**src/rtl/hazard_stall_ctrl.sv**
```systemverilog
// Hazard detection and stall sequencer for the ID stage.
// Detects load-use and branch-compare data hazards against the instructions
// in EX and MEM, then inserts one or two bubbles. A bubble freezes PC and
// IF/ID while IRWr loads a bubble into ID/EX, with stall1 or stall2 telling
// downstream logic why. ext_busy freezes the whole front end, including this
// controller's state. A saturating counter records how many bubbles were issued.
module hazard_stall_ctrl #(
    parameter int CNT_W = 32
) (
    input  logic             clk,
    input  logic             rst,
    input  logic [4:0]       id_rs,
    input  logic [4:0]       id_rt,
    input  logic             id_use_rs,
    input  logic             id_use_rt,
    input  logic             id_branch,
    input  logic             ex_regwrite,
    input  logic             ex_memread,
    input  logic [4:0]       ex_dst,
    input  logic             mem_regwrite,
    input  logic             mem_memread,
    input  logic [4:0]       mem_dst,
    input  logic             ext_busy,
    output logic             pc_wr,
    output logic             ifid_wr,
    output logic             irwr,
    output logic             stall1,
    output logic             stall2,
    output logic [CNT_W-1:0] stall_cycles
);

    typedef enum logic {RUN, HOLD} state_t;
    typedef enum logic {CAUSE_LU, CAUSE_BR} cause_t;

    state_t     state;
    logic [1:0] cnt;
    cause_t     cause;

    logic [1:0] need;
    cause_t     need_cause;
    logic       ex_hit;
    logic       mem_hit;
    logic       active;
    logic       bubble;
    cause_t     bubble_cause;

    // A writer only matters if it really writes a nonzero register equal to the source.
    function automatic logic reg_match(input logic wr, input logic [4:0] dst,
                                       input logic [4:0] src);
        return wr && (dst != 5'd0) && (dst == src);
    endfunction

    // Compare the live ID sources against the EX and MEM destinations.
    always_comb begin
        ex_hit  = (id_use_rs && reg_match(ex_regwrite, ex_dst, id_rs)) ||
                  (id_use_rt && reg_match(ex_regwrite, ex_dst, id_rt));
        mem_hit = (id_use_rs && reg_match(mem_regwrite, mem_dst, id_rs)) ||
                  (id_use_rt && reg_match(mem_regwrite, mem_dst, id_rt));
    end

    // Required bubble count and cause, in priority order (first match wins).
    always_comb begin
        need       = 2'd0;
        need_cause = CAUSE_LU;
        if (id_branch && ex_memread && ex_hit) begin
            need       = 2'd2;
            need_cause = CAUSE_BR;
        end else if (id_branch && ex_hit) begin
            need       = 2'd1;
            need_cause = CAUSE_BR;
        end else if (id_branch && mem_memread && mem_hit) begin
            need       = 2'd1;
            need_cause = CAUSE_BR;
        end else if (!id_branch && ex_memread && ex_hit) begin
            need       = 2'd1;
            need_cause = CAUSE_LU;
        end
    end

    // Decide whether this cycle is a bubble: HOLD replays the latched cause,
    // RUN reacts to the live detection; reset and ext_busy suppress everything.
    always_comb begin
        active       = !rst && !ext_busy;
        bubble       = 1'b0;
        bubble_cause = cause;
        if (active) begin
            if (state == HOLD) begin
                bubble       = 1'b1;
                bubble_cause = cause;
            end else if (need != 2'd0) begin
                bubble       = 1'b1;
                bubble_cause = need_cause;
            end
        end
    end

    // Drive the pipeline enables from the bubble decision.
    always_comb begin
        pc_wr   = active && !bubble;
        ifid_wr = active && !bubble;
        irwr    = active;
        stall1  = bubble && (bubble_cause == CAUSE_LU);
        stall2  = bubble && (bubble_cause == CAUSE_BR);
    end

    // Stall sequencer: a two-bubble hazard parks in HOLD for one extra cycle.
    always_ff @(posedge clk or posedge rst) begin
        if (rst) begin
            state <= RUN;
            cnt   <= 2'd0;
            cause <= CAUSE_LU;
        end else if (!ext_busy) begin
            case (state)
                RUN: begin
                    if (need != 2'd0) begin
                        cause <= need_cause;
                    end
                    if (need == 2'd2) begin
                        state <= HOLD;
                        cnt   <= 2'd1;
                    end
                end
                HOLD: begin
                    cnt <= cnt - 2'd1;
                    if (cnt <= 2'd1) begin
                        state <= RUN;
                    end
                end
                default: begin
                    state <= RUN;
                    cnt   <= 2'd0;
                end
            endcase
        end
    end

    // Saturating count of issued bubbles.
    always_ff @(posedge clk or posedge rst) begin
        if (rst) begin
            stall_cycles <= '0;
        end else if (bubble && (stall_cycles != {CNT_W{1'b1}})) begin
            stall_cycles <= stall_cycles + CNT_W'(1);
        end
    end

endmodule

```
**config.mk**
```make
export PLATFORM = sky130hd
export DESIGN_NAME = hazard_stall_ctrl
export DESIGN_NICKNAME = d
export VERILOG_FILES = /design/src/rtl/hazard_stall_ctrl.sv
export SDC_FILE = /design/constraint.sdc
export NUM_CORES = 1
export LEC_CHECK = 0
export CELL_PAD_IN_SITES_DETAIL_PLACEMENT = 1
export CELL_PAD_IN_SITES_GLOBAL_PLACEMENT = 2
export CORE_MARGIN = 10
export CORE_UTILIZATION = 26
export DETAILED_ROUTE_END_ITERATION = 10
export HOLD_SLACK_MARGIN = 0.03
export PLACE_DENSITY = 0.77
export SETUP_SLACK_MARGIN = 0.02
export SYNTH_ARGS = -nofsm -noshare
export SYNTH_HDL_FRONTEND = slang
export SYNTH_SLANG_ARGS = --single-unit
```
**constraint.sdc**
```tcl
create_clock -name clk -period 2.32 [get_ports clk]
set_clock_uncertainty 0.2 [all_clocks]
set_input_delay 0.348 -clock clk [delete_from_list [all_inputs] [get_ports clk]]
set_output_delay 0.348 -clock clk [all_outputs]
set_load 0.03 [all_outputs]
```
# Yosys cells after proc, flatten, opt, wreduce, memory -nomap -nowiden
# Cells that the tools add are included.
# word_totals
ff_bits	36
ram_bits	0
inputBits	30
latchBits	0
output_inout_bits	37
memories	0
romBits	0
elab_cells	67
# classes
mul	0
div_mod_pow	0
n_mux	18
n_addsub	2
n_eq_ne	7
reduce_logical	32
n_lt_le_gt_ge	1
shift	0
n_bitwise	3
# ops
cell	n
$add A32 B1 Y32 const B	1
$ne A32 B32 Y1 const B	1
$logic_and A1 B1 Y1	22
$eq A5 B5 Y1	4
$mux W1	14
$reduce_bool A5 Y1	2
$logic_not A1 Y1	4
$mux W2	2
$pmux W2 S2	1
$not A1 Y1	3
$eq A2 B2 Y1 const B	1
$le A2 B1 Y1 const B	1
$logic_or A1 B1 Y1	2
$ne A2 B2 Y1 const B	1
$pmux W1 S2	1
$reduce_and A2 Y1	1
$reduce_bool A2 Y1	1
$sub A2 B1 Y2 const B	1

# Logic depth before layout (Yosys ltp)
# Gate-level depths: netlist of the first run.
# logic_depth
ltp_word	16
ltp_mapped	8
mapped_depth_nobuf	7

# Least setup slack after synthesis of the first run
# OpenSTA, ideal clock, no wires.
# synth_path
kind	input to output
from	in ex_dst[2]
to	out stall2
path_buffers	1
arrival_time_ps	2278
t_required_ps	1772
path_stages	8
setup_slack_ps	-506
cell_sequence	xor2_1 -> nor4_1 -> and3_1 -> o221a_2 -> a211oi_4 -> buf_2 -> nor3_1 -> a21boi_0
# synth_between
elab_chain_len	15
elab_cells_between_ends	26
classes_between	eq/ne (2); mux (12); reduce/logical (12)
# synth_rtl
element	line	source
from (decl)	19	input logic [4:0] ex_dst,
$reduce_bool A5 Y1	50	return wr && (dst != 5'd0) && (dst == src);
$logic_and A1 B1 Y1 (2 in a row)	50	
$logic_and A1 B1 Y1, on equally long branches	55, 56	
$logic_or A1 B1 Y1 (*)	55	ex_hit = (id_use_rs && reg_match(ex_regwrite, ex_dst, id_rs)) ||
$logic_and A1 B1 Y1	74	end else if (!id_branch && ex_memread && ex_hit) begin
$mux W1	74	
$mux W1	71	end else if (id_branch && mem_memread && mem_hit) begin
$mux W1	68	end else if (id_branch && ex_hit) begin
$mux W2	65	if (id_branch && ex_memread && ex_hit) begin
$reduce_bool A2 Y1	90	end else if (need != 2'd0) begin
$mux W1	90	
$mux W1	87	if (state == HOLD) begin
$mux W1	86	if (active) begin
$logic_and A1 B1 Y1 (*)	103	stall2 = bubble && (bubble_cause == CAUSE_BR);
to (decl)	28	output logic stall2,
# Mark *: on every way between the ends. The rest lies on a longest branch, timed or not.

# Final worst setup path of the first run
# layout_path
from	in ex_dst[2]
to	out stall1
# layout_between
elab_chain_len	16
elab_cells_between_ends	27
classes_between	eq/ne (2); mux (12); bitwise (1); reduce/logical (12)
# layout_rtl
element	line	source
$reduce_bool A5 Y1	50	
$logic_and A1 B1 Y1 (2 in a row)	50	
$logic_and A1 B1 Y1, on equally long branches	55, 56	
$logic_or A1 B1 Y1 (*)	55	
$logic_and A1 B1 Y1	74	
$mux W1	74	
$mux W1	71	
$mux W1	68	
$mux W2	65	
$reduce_bool A2 Y1	90	
$mux W1	90	
$mux W1	87	
$mux W1	86	
$not A1 Y1	102	stall1 = bubble && (bubble_cause == CAUSE_LU);
$logic_and A1 B1 Y1 (*)	102	
to (decl)	27	output logic stall1,
# Marked as above.

==> flow_summary.toml, run 1 <==
[synthesis]
synth-edff-count = 0
avgSynthCellArea_um2 = 9.95
synthAdderAreaFrac = 0.0113
yosys.area_share.xor_xnor = 0.202
synth_mux_area_frac = 0.00510
ys_seq_area_frac = 0.408
synth_fp_nets = 254
synth_top_family_by_area = "simple AND/OR/NAND/NOR gates"
synth_ff_type = "dfrtp_1"
async_flop_share = 1.00
syn-cell-area_um2 = 2210
ys_seq_elements = 36
ys_warn_count = 0
ys_types = 48
synthCells = 222
synth-simple-area-share = 0.273
synth-compound-area-share = 0.0668

[clock_tree]
clk-insertion-delay-late_ps = 290
holdBufCountCts = 0
clock_path_buffers = 2
clkTransAtPathRegs_ps = 80
cts_buffers = 5
cts.root.buffer_cell = "clkbuf_8"
cts.sinks = 36
cts_tree = "done"
htree_levels = 2

[sta]
max_freq_ghz = 0.381
relSlewSlack = 0.678
fin_ws_ps = -306
finalCritPeriodShare = 1.13
rsz0062_at_grt = "true"
slew_violations = 0
worst_slew_pin_slew_ps = 481
setup_viol = 13
hold_viol = 0
period_minus_slack_ps = 2630

[die]
coreArea_um2 = 8260
io_pins = 67
start_util = 0.268
die-width_um = 112
num_rows = 33
dieArea_um2 = 12600
die_y_um = 112

[worst_hold_path]
min_path_type = "reg2reg"
whs_path_depth = 1
hold_start = "stall_cycles[28]$_DFFE_PP0P_"
hold_end = "stall_cycles[28]$_DFFE_PP0P_"

[layout]
fillerInstances = 905
fin_nets = 387
seq_area_um2 = 921
final_util = 0.497
final_cells = 462
final_cell_mix = "52 x buf_4, 40 x xor2_1, 40 x clkdlybuf4s50_1, 22 x buf_6, 20 x dfrtp_1"
final_common_cell = "buf_4"
areaGrowthSynthToFinish_pct = 85.9
drive_above_1_share = 0.492
multi_input_area_um2 = 1660

[grt]
grt_pass1_vias = 2472
grt_pass1_wl_um = 12400
grt.overflow.total = 0
antenna_found_initial = 1
gr-usage-all-layers = 0.117
grt_max_degree = 28

[setup_path]
worst_setup_path_end_kind = "output port"
crit_path_start_kind = "input pin"
r2r-start = "stall_cycles[20]$_DFFE_PP0P_"
crit_top_cell = "buf_6"
r2r-end = "stall_cycles[17]$_DFFE_PP0P_"
cp_top_family = "simple AND/OR/NAND/NOR gates"
reg2regPathDepth = 8
path_buf_inv = 2
crit_required_ps = 1770
path_cells = "buf_6 > or4_4 > o221a_4 > or2_4 > a32oi_4 > and3_4 > buf_6"
path_max_fanout = 3
crit_path_top_delay_cell = "or4_4"
crit_type = "in2out"
crit_arrival_ps = 2080
cp_slowest_stage_delay_ps = 520
ff2ff_setup_slack_ps = -30

[placement]
placed_cells = 429
portBuffers = 66
gp_congestion = 0.821
dp_hpwl_um = 5660

[pwr]
powerDensity_nw_per_um2 = 356
vdd_ir_drop_max_uv = 171
leakage_nw = 1.99

[detailed_routing]
dr.first_iter.drc_count = 49
drtAntennaViolNets = 0
firstDrtPassIters = 4
drc = 0
drt-total-wl_um = 8500
wire_per_inst_um = 18.4
vias_per_cell = 4.89
dr_total_vias = 2257

[flow_run]
maxCapViolations = 0

[status]
violations = "setup timing"
status = "finished, violations left"
## kinds of logic (layout without fill, tap and decap cells)
group / after synthesis / after routing
flops: 36 / 36
fa+ha+maj: 2 / 2
mux: 1 / 1
xor+xnor: 51 / 51
buf+inv: 14 / 148
compound gates: 18 / 18
simple gates: 100 / 100
other cells: 0 / 1
## synthesized netlist by cell type (2+ instances only)
cell / instances / area (µm²)
nand2_1: 11 / 41.3
nor3b_1: 2 / 15.0
and2_1: 3 / 18.8
nor3_1: 12 / 60.1
buf_4: 3 / 22.5
o21ai_0: 5 / 25.0
nor4_1: 9 / 56.3
nor4b_1: 2 / 17.5
nor2_1: 15 / 56.3
buf_2: 2 / 10.0
nor4b_2: 2 / 30.0
a21oi_1: 2 / 10.0
ha_1: 2 / 25.0
xor2_1: 44 / 385
nand3_1: 14 / 70.1
nor2_2: 2 / 12.5
clkbuf_1: 2 / 7.51
xnor2_1: 7 / 61.3
or2_2: 2 / 12.5
or4_1: 2 / 15.0
and3_1: 5 / 31.3
nand4_1: 7 / 43.8
and4_4: 2 / 22.5
dfrtp_1: 36 / 901
inv_1: 6 / 22.5
## area by class of cell
| class | instances | area share |
|---|---|---|
| timing repair buffer | 134 | 0.312 |
| multi-input combinational | 172 | 0.403 |
| antenna | 1 | 0.000609 |
| clock inverter | 2 | 0.00244 |
| clock buffer | 6 | 0.0201 |
| inverter | 6 | 0.00548 |
| sequential | 36 | 0.224 |
| tap | 105 | 0.0320 |
## power breakdown
part | switching (mW) | internal, mW
combinational | 0.160 | 0.161
sequential | 0.0158 | 0.645
clock | 0.243 | 0.237
total | 0.419 | 1.04
## per-layer routing
metal	global-route usage	vias to the layer above	wire length, µm
met3	0.0394	12	554
li1	-	1056	-
met5	0	-	0
met4	0.0347	0	145
met2	0.211	67	4560
met1	0.127	1122	3240
## worst register-to-register path: stages, from the launching register on
cell and delay (ps):
dfrtp_2 420, nand4_1 170, nor4_4 70, and4_4 210, a311o_2 440, buf_6 180, buf_6 120, nor4b_4 280
xnor2_1 170
## metrics by stage
step | setup slack [ps] | power, mW | setup TNS [ps] | hold slack, ps | area [µm²]
3_5_place_dp | -1230 | 0.931 | -26030 | 273 | 3340
4_1_cts | -344 | 1.43 | -1230 | 284 | 3620
2_1_floorplan | -228 | 0.788 | -704 | 255 | 2290
3_3_place_gp | -1160 | 0.922 | -24690 | 262 | 3340
6_report | -306 | 1.46 | -1420 | 293 | 4110
5_1_grt | -369 | 1.53 | -2850 | 327 | 4110
## worst max-delay path by stage
stage,from,slack (ps),to,cells past startpoint
2_1_floorplan,ex_dst[1],-230,pc_wr,6
3_3_place_gp,ex_dst[2],-1160,stall2,10
5_1_grt,ex_dst[1],-370,stall1,10
6_report,ex_dst[2],-310,stall1,7
4_1_cts,ex_dst[2],-340,stall1,11
3_5_place_dp,id_rs[3],-1230,stall2,9
## state kept, by name, indices dropped and copies added (netlist names)
register      flops
stall_cycles     32
cnt               2
state             1
cause             1
## timing repair
| item | in CTS | in global routing |
|---|---|---|
| setup buffers | 4 | 16 |
| pin swaps | 26 | 45 |
| setup endpoints to repair | 38 | 34 |
| cloned | 1 | 3 |
| resized for setup | 104 | 79 |
Power figures use the tool's default switching activity.
==> inputs of run 2 (changes only) <==
--- a/config.mk
+++ b/config.mk
@@ -8,10 +8,10 @@
 export CELL_PAD_IN_SITES_DETAIL_PLACEMENT = 1
 export CELL_PAD_IN_SITES_GLOBAL_PLACEMENT = 2
 export CORE_MARGIN = 10
-export CORE_UTILIZATION = 26
+export CORE_UTILIZATION = 30
 export DETAILED_ROUTE_END_ITERATION = 10
 export HOLD_SLACK_MARGIN = 0.03
-export PLACE_DENSITY = 0.77
+export PLACE_DENSITY = 0.84
 export SETUP_SLACK_MARGIN = 0.02
 export SYNTH_ARGS = -nofsm -noshare
 export SYNTH_HDL_FRONTEND = slang
==> constraint.sdc (replaced) <==
create_clock -name clk -period 3.3 [get_ports clk]
set_clock_uncertainty 0.2 [all_clocks]
set_input_delay 0.495 -clock clk [delete_from_list [all_inputs] [get_ports clk]]
set_output_delay 0.495 -clock clk [all_outputs]
set_load 0.03 [all_outputs]
==> flow_summary.toml, run 2 (synthesis results as in run 1) <==
[detailed_routing]
dr.first_iter.drc_count = 62
dr_total_vias = 1949
drc = 0
drtAntennaViolNets = 0
wire_per_inst_um = 16.0
vias_per_cell = 4.92
drt-total-wl_um = 6350
firstDrtPassIters = 4

[sta]
slew_violations = 0
tns_ps = 0
worst_slew_pin_slew_ps = 663
relSlewSlack = 0.558
fin_ws_ps = 117
setup_viol = 0
max_freq_ghz = 0.314
hold_viol = 0
period_minus_slack_ps = 3180
finalCritPeriodShare = 0.965
timing.hold.ws_ps = 288
rsz0062_at_grt = "false"

[pwr]
vdd_ir_drop_max_uv = 132
p_int_mw = 0.671
total_power_mw = 0.919
net-switching-power_mw = 0.248
leakage_nw = 1.50
p_sw_frac = 0.270
power_frac_comb = 0.170
pwr-share-seq = 0.507
powerDensity_nw_per_um2 = 290
clkPwrFrac = 0.323

[flow_run]
maxCapViolations = 0

[layout]
fin_area_um2 = 3170
final_util = 0.439
areaGrowthSynthToFinish_pct = 43.3
largest_register = "stall_cycles"
final_cells = 396
reg_top3 = "stall_cycles (32), cnt (2)"
final_common_cell = "clkdlybuf4s50_1"
fin_nets = 329
fillerInstances = 860
drive_above_1_share = 0.152
antenna_cells = 0
final_cell_mix = "46 x clkdlybuf4s50_1, 44 x xor2_1, 36 x dfrtp_1, 15 x nor2_1, 14 x nand3_1"
largest_reg_flops = 32

[setup_path]
crit_required_ps = 2600
worst_setup_path_end_kind = "output port"
path_max_fanout = 3
crit_type = "in2out"
crit_path_start_kind = "input pin"
crit_arrival_ps = 2490

[die]
coreArea_um2 = 7210
start_util = 0.306
io_pins = 67
dieArea_um2 = 11200
die-width_um = 106
num_rows = 31
die_y_um = 106

[clock_tree]
cts.sinks = 36
clock_path_buffers = 2
cts_tree = "done"
cts.root.buffer_cell = "clkbuf_8"
holdBufCountCts = 0
clkTransAtPathRegs_ps = 80
htree_levels = 2
cts_buffers = 5
clk-insertion-delay-late_ps = 290

[grt]
gr-usage-all-layers = 0.115
grt_pass1_vias = 2140
grt.overflow.total = 0
antenna_found_initial = 0
grt_pass1_wl_um = 10800
grt_max_degree = 32

[placement]
portBuffers = 66
dp_hpwl_um = 5130
post-place-ws_ps = -97.8
placed_cells = 389
gp_congestion = 0.726
place_area_um2 = 3020

[status]
status = "finished clean"

[worst_hold_path]
min_path_type = "reg2reg"
run 2: cell types whose count changed in the layout (fill, tap and decap cells not counted), sizes merged:
cell and change:
clkdlybuf4s15 -1, clkdlybuf4s50 +6, clkbuf -5, dlymetal6s2s +10, diode -1, clkinv -1
buf -71, dlygate4sd2 +3
run 2: layout make-up:
| class | count | area, µm² | area share |
|---|---|---|---|
| well taps | 99 | 124 | 0.0391 |
| clock inverters | 1 | 5.00 | 0.00158 |
| repair buffers | 76 | 763 | 0.241 |
| clock buffers | 6 | 72.6 | 0.0229 |
| multi-input cells | 172 | 1280 | 0.404 |
| inverters | 6 | 22.5 | 0.00711 |
| flip-flops and latches | 36 | 901 | 0.285 |
run 2: timing repair:
action                     in CTS  in global routing
resized for setup               8                 17
pin swaps                       3                  7
setup endpoints to repair       2                  2
buffers inserted                0                  0
run 2: critical path, cell delays in order:
cell and delay (ps):
dlygate4sd2_1 270, or4_1 540, o221a_2 290, or2_2 320
a32oi_2 240, and3_4 210, buf_6 120
run 2: path summary, 6_finish.rpt:
check                                        startpoint                            to  slack (ps)  depth (start not counted)
max                                           ex_dst[1]                        stall1         120                          7
min                        stall_cycles[28]$_DFFE_PP0P_  stall_cycles[28]$_DFFE_PP0P_         290                          1
max reg2reg                 stall_cycles[0]$_DFFE_PP0P_  stall_cycles[19]$_DFFE_PP0P_         740                          8
min reg2reg                stall_cycles[28]$_DFFE_PP0P_  stall_cycles[28]$_DFFE_PP0P_         290                          1
max in group asynchronous                           rst             state$_DFFE_PP0N_        1760                          3
min in group asynchronous                           rst   stall_cycles[4]$_DFFE_PP0P_         590                          2
run 2: layer usage:
metal	part of all wire	GRT usage	vias up
met5	0	0	-
met4	0.016	0.0368	0
met3	0.063	0.0353	8
met2	0.50	0.202	50
met1	0.42	0.130	952
li1	-	-	939
run 2: power groups by stage:
stage                     clock network [mW]  logic (mW)  registers, mW
after global routing                   0.330       0.172          0.467
after global placement                     0       0.156          0.474
after floorplan                            0      0.0626          0.484
after detailed placement                   0       0.158          0.474
final                                  0.297       0.157          0.466
after CTS                              0.308       0.158          0.466
